$ cat src/rtl/rr_mux_arbiter_4.sv
// Four-way round-robin arbiter feeding a registered output word with valid/ready handoff.
// The requester acked on the previous edge is masked out so a held request cannot win twice in a row.
//
// state | meaning
// IDLE  | no word held, out_valid low, waiting for an eligible request
// BUSY  | word held on data_out, out_valid high until accepted
module rr_mux_arbiter_4 #(
  parameter int DATA_WIDTH = 8
) (
  input  logic                    clk,
  input  logic                    rst_n,
  input  logic [3:0]              req,
  input  logic [4*DATA_WIDTH-1:0] data_in,
  output logic [3:0]              ack,
  output logic [3:0]              grant,
  output logic [1:0]              select,
  output logic [DATA_WIDTH-1:0]   data_out,
  output logic                    out_valid,
  input  logic                    out_ready,
  output logic [15:0]             xfer_count
);

  typedef enum logic {IDLE, BUSY} state_t;

  state_t                state_q, state_d;
  logic [1:0]            rr_ptr;
  logic [3:0]            eligible;
  logic                  found;
  logic [1:0]            winner;
  logic [1:0]            idx;
  logic [DATA_WIDTH-1:0] win_word;
  logic                  capture;
  logic                  clear;
  logic                  xfer;

  assign eligible  = req & ~ack;
  assign out_valid = (state_q == BUSY);
  assign xfer      = out_valid & out_ready;

  always_comb begin
    found  = 1'b0;
    winner = rr_ptr;
    idx    = rr_ptr;
    for (int k = 0; k < 4; k++) begin
      idx = rr_ptr + 2'(k);
      if (!found && eligible[idx]) begin
        found  = 1'b1;
        winner = idx;
      end
    end
  end

  always_comb begin
    win_word = data_in[DATA_WIDTH-1:0];
    for (int k = 0; k < 4; k++) begin
      if (winner == 2'(k)) win_word = data_in[k*DATA_WIDTH +: DATA_WIDTH];
    end
  end

  always_comb begin
    state_d = state_q;
    capture = 1'b0;
    clear   = 1'b0;
    case (state_q)
      IDLE: begin
        if (found) begin
          capture = 1'b1;
          state_d = BUSY;
        end
      end
      BUSY: begin
        if (out_ready) begin
          if (found) begin
            capture = 1'b1;
          end else begin
            clear   = 1'b1;
            state_d = IDLE;
          end
        end
      end
      default: state_d = IDLE;
    endcase
  end

  always_ff @(posedge clk or negedge rst_n) begin
    if (!rst_n) begin
      state_q    <= IDLE;
      rr_ptr     <= 2'd0;
      ack        <= 4'b0000;
      grant      <= 4'b0000;
      select     <= 2'd0;
      data_out   <= '0;
      xfer_count <= 16'd0;
    end else begin
      state_q <= state_d;
      ack     <= capture ? (4'b0001 << winner) : 4'b0000;
      if (capture) begin
        data_out <= win_word;
        grant    <= 4'b0001 << winner;
        select   <= winner;
        rr_ptr   <= winner + 2'd1;
      end else if (clear) begin
        grant  <= 4'b0000;
        select <= 2'd0;
      end
      // 16-bit add wraps naturally from 0xFFFF to 0
      if (xfer) xfer_count <= xfer_count + 16'd1;
    end
  end

endmodule

$ cat config.mk
export PLATFORM = sky130hd
export DESIGN_NAME = rr_mux_arbiter_4
export DESIGN_NICKNAME = d
export VERILOG_FILES = /design/src/rtl/rr_mux_arbiter_4.sv
export SDC_FILE = /design/constraint.sdc
export NUM_CORES = 1
export LEC_CHECK = 0
export ABC_AREA = 1
export BUFFER_PORTS_ARGS = -buffer_cell sky130_fd_sc_hd__clkbuf_2
export CORE_UTILIZATION = 50
export CTS_CLUSTER_SIZE = 40
export DETAILED_ROUTE_END_ITERATION = 7
export PLACE_DENSITY_LB_ADDON = 0.25
export SETUP_SLACK_MARGIN = 0.15
export SLEW_MARGIN = 10
export SYNTH_ARGS = -nofsm -noshare
export SYNTH_HDL_FRONTEND = slang
export SYNTH_SLANG_ARGS = --single-unit
$ cat constraint.sdc
create_clock -name clk -period 2.85 [get_ports clk]
set_clock_uncertainty 0.1 [all_clocks]
set_input_delay 0.285 -clock clk [delete_from_list [all_inputs] [get_ports clk]]
set_output_delay 0.285 -clock clk [all_outputs]
set_load 0.005 [all_outputs]
Word level (Yosys, flattened, before mapping)
Cells that the tools add are included.
{"block": "word_totals", "in_bits": 39, "elab_cells": 62, "register_bits": 37, "out_inout_bits": 35}
{"block": "op_classes", "shifts": 1, "muxes": 31, "bitwise_logic": 4, "reduce_logical": 7, "order_cmp": 4, "n_eq_ne": 3, "n_addsub": 5}
{"op": "8-bit two-way mux", "count": 3}
{"op": "16-bit by 1-bit adder with 16-bit output, second input constant", "count": 1}
{"op": "1-bit two-way mux", "count": 14}
{"op": "2-bit by 3-bit less-than comparator with 1-bit output, second input constant", "count": 4}
{"op": "4-bit two-way mux", "count": 3}
{"op": "2-bit two-way mux", "count": 5}
{"op": "1-bit binary-select mux with 2-bit select", "count": 4}
{"op": "2-bit by 1-bit adder with 2-bit output, second input constant", "count": 2}
{"op": "2-bit adder, second input constant", "count": 2}
{"op": "4-bit AND", "count": 1}
{"op": "2-bit == test, second input constant", "count": 2}
{"op": "4-bit inverter", "count": 1}
{"op": "1-bit one-hot mux with 2 select lines", "count": 2}
{"op": "1-bit by 2-bit left shift with 4-bit output, first input constant", "count": 1}
{"op": "1-bit logical AND", "count": 3}
{"op": "1-bit zero test", "count": 3}
{"op": "2-bit by 1-bit == test with 1-bit output, second input constant", "count": 1}
{"op": "2-bit nonzero test", "count": 1}
{"op": "1-bit AND", "count": 1}
{"op": "1-bit inverter", "count": 1}

Longest topological paths before layout
{"block": "depth", "depth_word": 19, "mapped_depth": 20, "ltp_nobuf": 17}

Least setup slack after synthesis
OpenSTA, ideal clock, no wires.
{"block": "synth_path", "path_kind": "flip-flop to flip-flop", "startpoint": "reg rr_ptr[0]", "endpoint": "reg data_out[0]", "required_ns": 2.634, "path_stages_with_launch": 17, "t_arrival_ns": 2.349, "slack_ns": 0.285, "setup_time_ns": 0.116, "synth_period_minus_slack_ns": 2.565, "path_cell_list": "dfrtp_1 -> buf_6 -> inv_2 -> nand3_1 -> nand3_1 -> nand2_2 -> nand2_1 -> xor2_1 -> nand2_1 -> nand2_1 -> ha_1 -> clkbuf_1 -> mux2_2 -> mux2i_1 -> o21ai_0 -> nand2_1 -> nand2_1"}
{"block": "synth_via", "elab_chain_cells": 16}
{"item": "start: declaration", "line": "26", "rtl": "logic [1:0] rr_ptr;"}
{"item": "start signal: assignment", "line": "101", "rtl": "rr_ptr <= winner + 2'd1;"}
{"item": "parallel branches: the longest is 16 deep, another holds 2-bit by 1-bit adder with 2-bit output"}
{"item": "end signal: assignment", "line": "98", "rtl": "data_out <= win_word;"}
{"item": "end: declaration", "line": "17", "rtl": "output logic [DATA_WIDTH-1:0] data_out,"}
Several ways; the timed one is not identified. The select of a mux whose other input is x is not followed.
A chain may end at the register's enable or synchronous reset.

Final worst setup path
{"block": "layout_path", "startpoint": "reg rr_ptr[1]", "endpoint": "reg data_out[0]"}
Same word-level chain as after synthesis.

==> impl_metrics.csv <==
group,metric,value,unit
power_and_ir_drop,power_density,1345,nW/µm²
detailed_routing,drt-total-wl,4762,µm
detailed_routing,drc_errors,0,
final_layout,areaGrowthSynthToFinish,29.90,%
placement,place_ws,-0.04376,ns
sta,worst_pin_slew,1.008,ns
clock_network,tritoncts,"yes",
critical_path,reg2reg_depth,14,
placement,placed_area,2501,µm²
floorplan,die_w,67.01,µm
sta,slew_headroom,32.72,%
grt,overflow,0,
floorplan,core_region_area,4029,µm²
critical_path,rr_startpoint,"rr_ptr[1]",
clock_network,htreeDepth,2,
synthesis,yosysSeqAreaShare,43.81,%
clock_network,cts_num_sinks,37,
critical_path,endpoint_kind,"flip-flop",
placement,portBuffers,73,
synthesis,synthCells,248,
sta,setup_viol,0,
clock_network,ctsLongestPathBuffers,2,
worst_hold_path,min_path_type,"primary input to asynchronous set/reset pin",
synthesis,avgSynthCellArea,8.521,µm²
power_and_ir_drop,p_total,3.692,mW
final_layout,multi_input_area,1121,µm²
sta,final-hold-violation-count,0,
floorplan,row_count,23,
critical_path,reg2reg_slack,0.21,ns
floorplan,io_pins,74,
final_layout,nets,371,
outcome,outcome,"finished, final reports clean",
grt,grt_max_degree,38,
final_layout,fill_cells,334,
clock_network,clock-root-buffer,"clkbuf_8",
placement,dpl.cell_count,364,
clock_network,clk_pin_slew,0.07,ns
detailed_routing,drt_iter0_drc,76,
critical_path,arrival,2.72,ns
critical_path,critical_path_class,"flip-flop to flip-flop",
final_layout,stdcell_count,377,
grt,grt_pass1_vias,1660,
final_layout,finish.instance_area,2745,µm²
power_and_ir_drop,peakVddDrop,0.9375,mV
grt,grt_pass1_wl,7100,µm
critical_path,start_kind,"flip-flop",
final_layout,seq_area,928.4,µm²
final_layout,drive_above_1_share,39.45,%
synthesis,syn_nets,292,
clock_network,worstSkewPairLatency,0.28,ns
critical_path,path_max_fanout,6,
placement,place_congestion,0.8367,
floorplan,initial_core_util,52.45,%
sta,fin_tns_setup,0,ns
detailed_routing,routed-via-count,1840,
detailed_routing,dr.pass1.iters,4,
detailed_routing,final_antenna_net_count,0,
synthesis,ys_ff_latch,37,
critical_path,worstPathRequired,2.93,ns
synthesis,ys_warn_count,0,
sta,rsz0062_at_grt,"true",
synthesis,yosys.cell_types.count,29,
sta,max_clock_freq,379.2,MHz
flow_run,cap_violations,0,
sta,timing.final.ws_setup,0.2130,ns
critical_path,reg2reg_to,"data_out[0]",
grt,antenna_found_initial,0,
sta,min_period,2.637,ns
final_layout,antenna_cells,0,
sta,holdWs,0.01467,ns
clock_network,cts-buffers-inserted,5,
grt,grt_use_total,21.36,%
final_layout,post-route-util,68.14,%
floorplan,dieHeight,67.01,µm
placement,hpwl,3207,µm
floorplan,die-area,4490,µm²
detailed_routing,wl_per_cell,12.63,µm
power_and_ir_drop,p_leak,1.520,nW
sta,finalCritPeriodShare,92.53,%
sta,slew_violations,0,
synthesis,syn_area,2113,µm²
detailed_routing,post_drt_via_cell_ratio,4.881,
==> layout make-up <==
class                           count  share of cell area [%]
Clock buffer                        5                   2.507
Clock inverter                      2                   1.276
Inverter                           25                   3.601
Multi-Input combinational cell    178                   40.84
Sequential cell                    37                   33.82
Tap cell                           50                   2.279
Timing Repair Buffer               80                   15.68
==> repair_timing <==
item	CTS	global route
endpoints found under the setup margin	8	8
resized for setup	5	20
setup buffers	0	6
pin swaps	0	10
hold buffers	0	0
==> routing by layer <==
metal	global-route usage, %	wire [µm]	vias up
met1	27.35	2227	841
met4	7.447	49	0
met3	6.336	206	5
li1	-	-	945
met5	0	0	-
met2	33.88	2278	49
==> synth_stat cells (all sizes together) <==
| cell | n | area (µm²) |
|---|---|---|
| ha | 5 | 62.56 |
| a31oi | 1 | 6.260 |
| nor4 | 1 | 6.260 |
| nor3 | 1 | 10.01 |
| inv | 25 | 96.34 |
| and3 | 1 | 6.260 |
| buf | 5 | 38.78 |
| xnor2 | 8 | 77.58 |
| nor2 | 10 | 63.81 |
| xor2 | 8 | 88.84 |
| dfrtp | 37 | 925.9 |
| clkbuf | 3 | 11.26 |
| mux2 | 8 | 90.09 |
| nand2 | 88 | 337.8 |
| o21ai | 11 | 55.05 |
| nand4 | 5 | 31.28 |
| nand3 | 23 | 125.1 |
| mux2i | 8 | 80.08 |
==> kinds of logic (layout without fill, tap and decap cells) <==
group           count (synthesis)  after routing  share of synthesized area, %
fa+ha+maj                       5              5                         2.960
mux                            16             16                         8.052
flops                          37             37                         43.81
compound gates                 12             12                         2.901
xor+xnor                       16             16                         7.875
buf+inv                        33            112                         6.927
simple gates                  129            129                         27.47
==> worst max-delay path, stage by stage, from the launching register on <==
cell and delay (ns):
dfrtp_2 0.50, xor2_4 0.25, nand3_2 0.13, nand2_4 0.11, nand4_1 0.15, inv_1 0.11, nand2_1 0.11, nand2_4 0.10
ha_4 0.15, buf_4 0.14, mux2_2 0.33, mux2i_1 0.13, o21ai_0 0.09, nand2_1 0.07, nand2_1 0.05
==> flip-flops by register name, summed over array words and instances (netlist names) <==
name	flops
ack	4
data_out	8
grant	4
out_valid	1
rr_ptr	2
select	2
xfer_count	16
==> worst max-delay path by stage <==
stage,start,endpoint,slack (ns),cells past startpoint
5_1_grt,rr_ptr[0],data_out[1],0.06,18
3_5_place_dp,rr_ptr[0],data_out[0],-0.04,14
3_3_place_gp,rr_ptr[0],data_out[1],0.06,16
2_1_floorplan,rr_ptr[0],data_out[0],0.28,16
6_report,rr_ptr[1],data_out[0],0.21,14
4_1_cts,rr_ptr[0],data_out[1],0.21,15
==> cell usage in the layout (no fill, tap or decap), drive strengths merged <==
master,count
nor3,1
o21ai,11
mux2i,8
clkinv,1
nand3,23
dfrtp,37
ha,5
bufinv,1
nor4,1
buf,7
and3,1
mux2,8
nand2,88
inv,25
a31oi,1
nand4,5
xor2,8
xnor2,8
clkbuf,78
nor2,10
==> where the power goes <==
part | internal, mW | switching, mW
Clock | 0.254 | 0.177
Sequential | 0.710 | 0.165
Combinational | 1.09 | 1.30
Total | 2.05 | 1.64
No activity file was read; power rests on OpenSTA's default activity.
